**src/rtl/dlx_alu_pkg.sv**
```systemverilog
// Shared DLX ALU-control definitions: ALU Op codes, opcode/func codes,
// trap cause codes and the control FSM state encoding.
package dlx_alu_pkg;

   localparam logic [3:0] ALU_AND  = 4'b0000;
   localparam logic [3:0] ALU_OR   = 4'b0001;
   localparam logic [3:0] ALU_ADDU = 4'b0010;
   localparam logic [3:0] ALU_ADD  = 4'b0011;
   localparam logic [3:0] ALU_SUB  = 4'b0100;
   localparam logic [3:0] ALU_SLT  = 4'b0101;
   localparam logic [3:0] ALU_SLTU = 4'b0110;
   localparam logic [3:0] ALU_SUBU = 4'b0111;

   localparam logic [5:0] OPC_RTYPE = 6'h00;
   localparam logic [5:0] OPC_ADDI  = 6'h08;
   localparam logic [5:0] OPC_ADDUI = 6'h09;
   localparam logic [5:0] OPC_SUBI  = 6'h0A;
   localparam logic [5:0] OPC_SUBUI = 6'h0B;
   localparam logic [5:0] OPC_ANDI  = 6'h0C;
   localparam logic [5:0] OPC_ORI   = 6'h0D;
   localparam logic [5:0] OPC_SLTI  = 6'h1A;
   localparam logic [5:0] OPC_SLTUI = 6'h1B;

   localparam logic [5:0] FN_ADD  = 6'h20;
   localparam logic [5:0] FN_ADDU = 6'h21;
   localparam logic [5:0] FN_SUB  = 6'h22;
   localparam logic [5:0] FN_SUBU = 6'h23;
   localparam logic [5:0] FN_AND  = 6'h24;
   localparam logic [5:0] FN_OR   = 6'h25;
   localparam logic [5:0] FN_SLT  = 6'h2A;
   localparam logic [5:0] FN_SLTU = 6'h2B;

   localparam logic [1:0] TRAP_NONE = 2'b00;
   localparam logic [1:0] TRAP_OVF  = 2'b01;
   localparam logic [1:0] TRAP_ILL  = 2'b10;

   typedef enum logic {
      RUN  = 1'b0,
      TRAP = 1'b1
   } ctrl_state_e;

endpackage

```
**src/rtl/dlx_alu_decode.sv**
```systemverilog
// Combinational ID-stage decoder: opcode/func to ALU Op, carry-in,
// immediate select, trap enable and illegal-instruction flag.
module dlx_alu_decode
   import dlx_alu_pkg::*;
(
   input  logic [5:0] opcode,
   input  logic [5:0] func,
   output logic [3:0] op,
   output logic       carryin,
   output logic       use_imm,
   output logic       trap_en,
   output logic       illegal
);

   // Map the instruction to its ALU operation; unknown codes fall to illegal.
   always_comb begin
      op      = ALU_AND;
      use_imm = 1'b0;
      trap_en = 1'b0;
      illegal = 1'b0;
      case (opcode)
         OPC_RTYPE: begin
            case (func)
               FN_ADD:  begin op = ALU_ADD; trap_en = 1'b1; end
               FN_ADDU: op = ALU_ADDU;
               FN_SUB:  begin op = ALU_SUB; trap_en = 1'b1; end
               FN_SUBU: op = ALU_SUBU;
               FN_AND:  op = ALU_AND;
               FN_OR:   op = ALU_OR;
               FN_SLT:  op = ALU_SLT;
               FN_SLTU: op = ALU_SLTU;
               default: illegal = 1'b1;
            endcase
         end
         OPC_ADDI:  begin op = ALU_ADD;  use_imm = 1'b1; trap_en = 1'b1; end
         OPC_ADDUI: begin op = ALU_ADDU; use_imm = 1'b1; end
         OPC_SUBI:  begin op = ALU_SUB;  use_imm = 1'b1; trap_en = 1'b1; end
         OPC_SUBUI: begin op = ALU_SUBU; use_imm = 1'b1; end
         OPC_ANDI:  begin op = ALU_AND;  use_imm = 1'b1; end
         OPC_ORI:   begin op = ALU_OR;   use_imm = 1'b1; end
         OPC_SLTI:  begin op = ALU_SLT;  use_imm = 1'b1; end
         OPC_SLTUI: begin op = ALU_SLTU; use_imm = 1'b1; end
         default:   illegal = 1'b1;
      endcase
   end

   // Subtract-type and compare operations need carry into bit 0.
   assign carryin = (op == ALU_SUB) || (op == ALU_SUBU) ||
                    (op == ALU_SLT) || (op == ALU_SLTU);

endmodule

```
**src/rtl/dlx_alu_ctrl.sv**
```systemverilog
// ID->EX ALU control stage: registers decoded ALU controls into the EX slot,
// watches MSB-slice overflow and raises a held trap request until acked.
module dlx_alu_ctrl
   import dlx_alu_pkg::*;
#(
   parameter int OP_W  = 4,
   parameter int OPC_W = 6,
   parameter int CNT_W = 8
) (
   input  logic             clk,
   input  logic             rst_n,
   input  logic             id_valid,
   input  logic [OPC_W-1:0] id_opcode,
   input  logic [OPC_W-1:0] id_func,
   output logic             id_ready,
   input  logic             ex_stall,
   input  logic             ex_flush,
   output logic             ex_valid,
   output logic [OP_W-1:0]  ex_op,
   output logic             ex_carryin,
   output logic             ex_use_imm,
   input  logic             alu_overflow,
   output logic             trap_req,
   output logic [1:0]       trap_cause,
   input  logic             trap_ack,
   output logic [CNT_W-1:0] trap_count
);

   ctrl_state_e state_q, state_d;

   logic [3:0] dec_op;
   logic       dec_carryin;
   logic       dec_use_imm;
   logic       dec_trap_en;
   logic       dec_illegal;
   logic       ex_trap_en;
   logic       ex_illegal;
   logic       slot_traps;

   dlx_alu_decode u_decode (
      .opcode  (id_opcode),
      .func    (id_func),
      .op      (dec_op),
      .carryin (dec_carryin),
      .use_imm (dec_use_imm),
      .trap_en (dec_trap_en),
      .illegal (dec_illegal)
   );

   assign id_ready   = !ex_stall && (state_q == RUN);
   assign slot_traps = (state_q == RUN) && ex_valid && !ex_stall && !ex_flush &&
                       ((ex_trap_en && alu_overflow) || ex_illegal);

   // Control FSM state register.
   always_ff @(posedge clk or negedge rst_n) begin
      if (!rst_n) state_q <= RUN;
      else        state_q <= state_d;
   end

   // Enter TRAP when the live EX op traps; leave it only on acknowledge.
   always_comb begin
      state_d = state_q;
      case (state_q)
         RUN:     if (slot_traps) state_d = TRAP;
         TRAP:    if (trap_ack)   state_d = RUN;
         default: state_d = RUN;
      endcase
   end

   // EX slot: a trap, a flush or the TRAP state empties it, stall holds it,
   // otherwise it takes whatever ID presents (a bubble when ID is empty).
   always_ff @(posedge clk or negedge rst_n) begin
      if (!rst_n) begin
         ex_valid   <= 1'b0;
         ex_op      <= '0;
         ex_carryin <= 1'b0;
         ex_use_imm <= 1'b0;
         ex_trap_en <= 1'b0;
         ex_illegal <= 1'b0;
      end else if ((state_q == TRAP) || slot_traps || ex_flush || (!ex_stall && !id_valid)) begin
         ex_valid   <= 1'b0;
         ex_op      <= '0;
         ex_carryin <= 1'b0;
         ex_use_imm <= 1'b0;
         ex_trap_en <= 1'b0;
         ex_illegal <= 1'b0;
      end else if (!ex_stall) begin
         ex_valid   <= 1'b1;
         ex_op      <= OP_W'(dec_op);
         ex_carryin <= dec_carryin;
         ex_use_imm <= dec_use_imm;
         ex_trap_en <= dec_trap_en;
         ex_illegal <= dec_illegal;
      end
   end

   // Trap request, cause and saturating count; illegal outranks overflow.
   always_ff @(posedge clk or negedge rst_n) begin
      if (!rst_n) begin
         trap_req   <= 1'b0;
         trap_cause <= TRAP_NONE;
         trap_count <= '0;
      end else if (slot_traps) begin
         trap_req   <= 1'b1;
         trap_cause <= ex_illegal ? TRAP_ILL : TRAP_OVF;
         if (trap_count != '1) trap_count <= trap_count + 1'b1;
      end else if ((state_q == TRAP) && trap_ack) begin
         trap_req   <= 1'b0;
         trap_cause <= TRAP_NONE;
      end
   end

endmodule

```
**config.mk**
```make
export PLATFORM = sky130hd
export DESIGN_NAME = dlx_alu_ctrl
export DESIGN_NICKNAME = d
export VERILOG_FILES = /design/src/rtl/dlx_alu_pkg.sv /design/src/rtl/dlx_alu_decode.sv /design/src/rtl/dlx_alu_ctrl.sv
export SDC_FILE = /design/constraint.sdc
export NUM_CORES = 1
export LEC_CHECK = 0
export BUFFER_PORTS_ARGS = -buffer_cell sky130_fd_sc_hd__buf_4
export CORE_MARGIN = 2
export CORE_UTILIZATION = 25
export DETAILED_ROUTE_END_ITERATION = 6
export MAX_ROUTING_LAYER = met4
export SYNTH_ARGS = -nofsm -noshare
export SYNTH_HDL_FRONTEND = slang
export SYNTH_SLANG_ARGS = --single-unit
export TNS_END_PERCENT = 100
```
**constraint.sdc**
```tcl
create_clock -name clk -period 1.85 [get_ports clk]
set_input_delay 0.555 -clock clk [delete_from_list [all_inputs] [get_ports clk]]
set_output_delay 0.555 -clock clk [all_outputs]
set_load 0.02 [all_outputs]
```
==> run summary, run 1 <==
Outcome: finished, final reports clean
Post-synth cell types: 44
Largest cells by area after synthesis: dfrtp_1 43%, xor2_1 6.0%, nor2_1 3.2%
P&R area growth vs syn: 38.7%
H-Tree Depth: 1
Final setup vio count: 0
Synth warn: 0
Largest net degree at the start of global routing: 21
Share of the synthesized area in the top cell type: 42.5%
Pre-CTS setup slack: -0.0356 ns
Critical path type: reg2reg
Post-layout util: 36.7%
Max Slew Vio Count: 0
Seq pwr share: 46.7%
Root Driver: clkbuf_8
Drc violations: 0
Routability cong.: 0.756
Rows: 24
Cts bufs inserted: 3
Peak VDD IR: 0.243 mV
Clock Latency Late Sink: 0.25 ns
Register area share after synthesis: 42.5%
Sw Share: 31.2%
Power Density: 719 nW/um^2
Hold Fails Final Rpt: 0
Hold WC Path Type: in2async
Buffers and inverters on the worst path: 0
Area of the core: 4440 sq um
Tmin final: 1.69 ns
Syn_area_per_cell: 10.1 sq um
Fraction of layout cells with a size suffix above 1: 35.9%
IO Count: 38
Sw power: 0.366 mW
RSZ-0062 raised after global routing: false
Internal power: 0.808 mW
IO Port Bufs: 36
Vias: 1054
Setup repair bufs after CTS: 0
Clock skew: 0.00421 ns
Diode count: 0
TritonCTS clock tree: yes
Combinational fraction of design power: 29.8%
CP Capture Type: register
Die width: 72.6 microns
Die area: 5270 sq um
Resized Gates After CTS: 0
First-pass GRT wire length: 4590 microns
Power share of the clock group: 23.5%
Fmax achieved: 591 MHz
Dpl cell area: 1590 sq um
Crit-path max cell delay: 0.59 ns
Wire length per cell: 12.0 microns
Max-cap violation count: 0
Worst-path maximum fanout: 6
CP top delay family: simple AND/OR/NAND/NOR gates
Antenna-violating nets left: 0
Post-route cell area: 1630 sq um
Synthesized cell area: 1180 sq um
Number of synthesized flops with an enable pin: 0
Ys async rst share: 100%
Final worst slack: 0.158 ns
Initial antenna violation count: 0
Post-CTS Hold Buffers: 0
Via/cell ratio: 4.81
Synthesized net count: 137
CTS sink cnt: 20
Final period utilization: 91.5%
Clock slew at reported path FFs: 0.07 ns
Drt pass-1 iters: 4
Startpoint types: register
Vias in the first global route: 993
DP Wirelength: 2130 microns
Leakage: 0.796 nW
Total GRT Usage: 11.1%
Worst path cell trace: or4b_4, o2111ai_2, a221oi_1, a21o_1
Req. time, crit path: 2.00 ns
CP max-delay cell: or4b_4
Die Span Y: 72.6 microns
First DRT Iteration DRCs: 48
Leading area contributor after synthesis: dfrtp_1
Seq cells post-synth: 20
Grt total ovfl: 0
Initial Utilization: 26.5%
Total Routed Length: 2630 microns
Crit path DAT: 1.84 ns
Cell count after synthesis: 117
Buffer levels on the longest clock path: 2
Dominant synthesized flop cell: dfrtp_1
Nets: 189
## final timing paths
check,from,endpoint,slack [ns],cells after the start
max,state_q$_DFF_PN0_,ex_op[2]$_DFFE_PN0P_,0.16,4
min in group clk,ex_op[2]$_DFFE_PN0P_,ex_op[2]$_DFFE_PN0P_,0.49,1
max in group asynchronous,rst_n,trap_count[3]$_DFFE_PN0P_,1.47,1
min,rst_n,trap_count[7]$_DFFE_PN0P_,0.17,1
min reg2reg,ex_op[2]$_DFFE_PN0P_,ex_op[2]$_DFFE_PN0P_,0.49,1
max reg2reg,state_q$_DFF_PN0_,ex_op[2]$_DFFE_PN0P_,0.16,4
## power groups by stage
stage | logic (mW) | registers [mW] | clock network [mW]
finish | 0.350 | 0.548 | 0.276
global route | 0.383 | 0.557 | 0.315
CTS | 0.354 | 0.547 | 0.288
detailed placement | 0.352 | 0.554 | 0
global placement | 0.349 | 0.555 | 0
floorplan | 0.131 | 0.596 | 0
## per-layer routing
| layer | vias up | routed length (microns) | track usage, % |
|---|---|---|---|
| met2 | 30 | 1170 | 16.1 |
| li1 | 535 | - | - |
| met3 | 2 | 162 | 2.21 |
| met4 | 0 | 15 | 2.47 |
| met1 | 487 | 1280 | 16.0 |
| met5 | - | 0 | - |
## per-stage QoR
step,total power [mW],std cells,hold slack (ns),TNS (ns)
2_1_floorplan,0.727,117,0.259,0
3_3_place_gp,0.904,216,0.450,-0.000552
3_5_place_dp,0.906,216,0.453,-0.0916
4_1_cts,1.19,219,0.179,0
5_1_grt,1.25,219,0.184,0
6_report,1.17,219,0.170,0
## layout make-up
type	count	area, sq um
fill	464	2810
multi-input combinational	92	647
sequential	20	500
timing repair buffer	49	368
tap	52	65.1
clock buffer	3	41.3
inverter	3	11.3
## state kept, by name (all words and copies together) (netlist names)
register	cells
state_q	1
trap_cause	2
trap_count	8
ex_trap_en	1
ex_valid	1
trap_req	1
ex_op	3
ex_use_imm	1
ex_illegal	1
ex_carryin	1
## kinds of logic (layout without fill, tap and decap cells)
| group | count (synthesis) | in the layout | share of synthesized area, % |
|---|---|---|---|
| other | 1 | 1 | 0.319 |
| muxes | 1 | 1 | 0.956 |
| and+or+nand+nor | 54 | 54 | 28.6 |
| adders and majority gates | 1 | 1 | 1.06 |
| DFF | 20 | 20 | 42.5 |
| buffers and inverters | 5 | 55 | 2.55 |
| AOI/OAI and AO/OA | 26 | 26 | 17.3 |
| xor gates and xnor gates | 9 | 9 | 6.70 |
## cells in the final DEF (no fill, tap or decap), types with 3 or more instances in the layout
cell      instances
buf_4            49
dfrtp_1          20
nor2_1           10
nand2_1           9
xor2_1            8
nand3_1           7
a21oi_1           4
a21o_1            4
nand3b_1          4
nand2b_1          4
o21a_1            3
nor3_1            3
inv_1             3
clkbuf_8          3
## cell usage after synthesis, drive strengths merged (2+ instances only)
cell / number
nand2b: 4
buf: 2
nor4b: 2
nand3b: 4
nand3: 7
inv: 3
dfrtp: 20
nor2: 10
nor2b: 2
and2: 2
nor4bb: 2
nor4: 2
a22o: 2
o21a: 3
nand4: 2
nor3: 3
nand2: 9
a21oi: 5
a21o: 4
a211oi: 2
xor2: 8
(Power assumes the default switching activity.)
==> inputs of run 2 (changes only) <==
- REMOVE_ABC_BUFFERS: unset -> 1
==> run 2 against run 1 <==
  * Clock skew about the same
  * Critical path type is now reg2out
  * Cell area decreased by 1.0%
  * Worst setup slack improved by 0.040 ns
  * Fmax increased by 2.4%
  * Highest routed layer unchanged
  * Die area unchanged
==> run summary, run 2 (same netlist as run 1, synthesis figures left out) <==
Worst-path maximum fanout: 4
Fraction of layout cells with a size suffix above 1: 34.8%
Cts bufs inserted: 3
Worst path cell trace: buf_4, nor2_1, buf_4
Max Slew Vio Count: 0
Post-CTS Hold Buffers: 0
Initial Utilization: 26.5%
First-pass GRT wire length: 4690 microns
Resized Gates After CTS: 0
Final worst slack: 0.198 ns
Commonest non-fill, non-tap cell in the layout: buf_4
Diode count: 0
Nets: 185
IO Port Bufs: 36
CP Capture Type: output pin
Leakage: 0.784 nW
Max-cap violation count: 0
Rows: 24
Initial antenna violation count: 0
Most used cell, CP: buf_4
Wire length per cell: 12.6 microns
Power Density: 764 nW/um^2
Hold WC Path Type: in2async
Largest register FFs: 8
Setup repair bufs after CTS: 0
Pre-CTS setup slack: -0.0321 ns
CP max-delay cell: dfrtp_1
Most frequent cells in the layout: 45 x buf_4, 20 x dfrtp_1, 10 x nor2_1
Largest net degree at the start of global routing: 21
IO Count: 38
Area of the core: 4440 sq um
Clock skew: 0.00453 ns
P&R area growth vs syn: 37.3%
RSZ-0062 raised after global routing: false
Post-route cell area: 1620 sq um
Fmax achieved: 605 MHz
Via/cell ratio: 4.85
Total GRT Usage: 11.5%
Crit path DAT: 1.10 ns
Grt total ovfl: 0
Final setup vio count: 0
Die width: 72.6 microns
Worst hold margin: 0.161 ns
Drc violations: 0
TritonCTS clock tree: yes
Vias: 1047
Buffers and inverters on the worst path: 2
Critical path type: reg2out
Routability cong.: 0.790
Die Span Y: 72.6 microns
Vias in the first global route: 1000
Crit-path max cell delay: 0.43 ns
H-Tree Depth: 1
Outcome: finished, final reports clean
Setup TNS: 0 ns
Root Driver: clkbuf_8
Die area: 5270 sq um
Buffer levels on the longest clock path: 2
Tmin final: 1.65 ns
Worst reg-to-reg path cell count: 4
Critical path depth: 3
Peak VDD IR: 0.270 mV
CP top delay family: flip-flops
DP Wirelength: 2170 microns
Clock Latency Late Sink: 0.26 ns
CTS sink cnt: 20
Antenna-violating nets left: 0
Total Routed Length: 2720 microns
Req. time, crit path: 1.29 ns
Top reg by flops: trap_count
Hold Fails Final Rpt: 0
Drt pass-1 iters: 4
First DRT Iteration DRCs: 34
Dpl cell area: 1560 sq um
Startpoint types: register
Clock slew at reported path FFs: 0.08 ns
Final period utilization: 89.3%
Biggest regs: trap_count: 8 flops, ex_op: 3 flops, trap_cause: 2 flops
[run 2: changes by cell type in the layout (fill, tap and decap cells not counted)]
| cell | previous run | this run |
|---|---|---|
| buf_4 | 49 | 45 |
| clkbuf_8 | 3 | 4 |
[run 2: layout make-up]
class | count | area [sq um]
Clock buffer | 4 | 55.1
Fill cell | 485 | 2830
Inverter | 3 | 11.3
Multi-Input combinational cell | 92 | 647
Sequential cell | 20 | 500
Tap cell | 52 | 65.1
Timing Repair Buffer | 45 | 338
[run 2: worst paths after layout]
path	startpoint	end	slack [ns]
min reg2reg	ex_carryin$_DFFE_PN0P_	ex_carryin$_DFFE_PN0P_	0.49
max reg2reg	state_q$_DFF_PN0_	ex_op[2]$_DFFE_PN0P_	0.21
min	rst_n	trap_count[5]$_DFFE_PN0P_	0.16
max in group asynchronous	rst_n	trap_count[1]$_DFFE_PN0P_	1.48
min in group clk	ex_carryin$_DFFE_PN0P_	ex_carryin$_DFFE_PN0P_	0.49
max	state_q$_DFF_PN0_	id_ready	0.20
[run 2: worst register-to-register path: stages, from the launching register on]
cell	delay (ns)
dfrtp_1	0.43
or4b_4	0.57
o2111ai_2	0.26
a221oi_1	0.10
a21o_1	0.17
[run 2: metal layers]
metal	vias to the layer above	share of wire (%)	global-route usage (%)	wire, microns
met5	-	0	-	0
met4	0	0.29	2.47	8
met3	2	6.4	2.35	174
met2	36	44	16.9	1190
met1	483	49	16.4	1340
li1	526	-	-	-
[run 2: stage by stage]
step	utilization [%]	power [mW]	instances
6_report	36.4	1.23	216
5_1_grt	36.4	1.31	216
4_1_cts	36.4	1.25	216
3_5_place_dp	35.1	0.913	212
3_3_place_gp	35.1	0.909	212
2_1_floorplan	-	0.722	115
[run 2: power by group]
group	total, mW	switching (mW)	internal (mW)
sequential	0.542	0.0522	0.489
clock	0.334	0.145	0.189
combinational	0.359	0.182	0.177
total	1.23	0.379	0.856
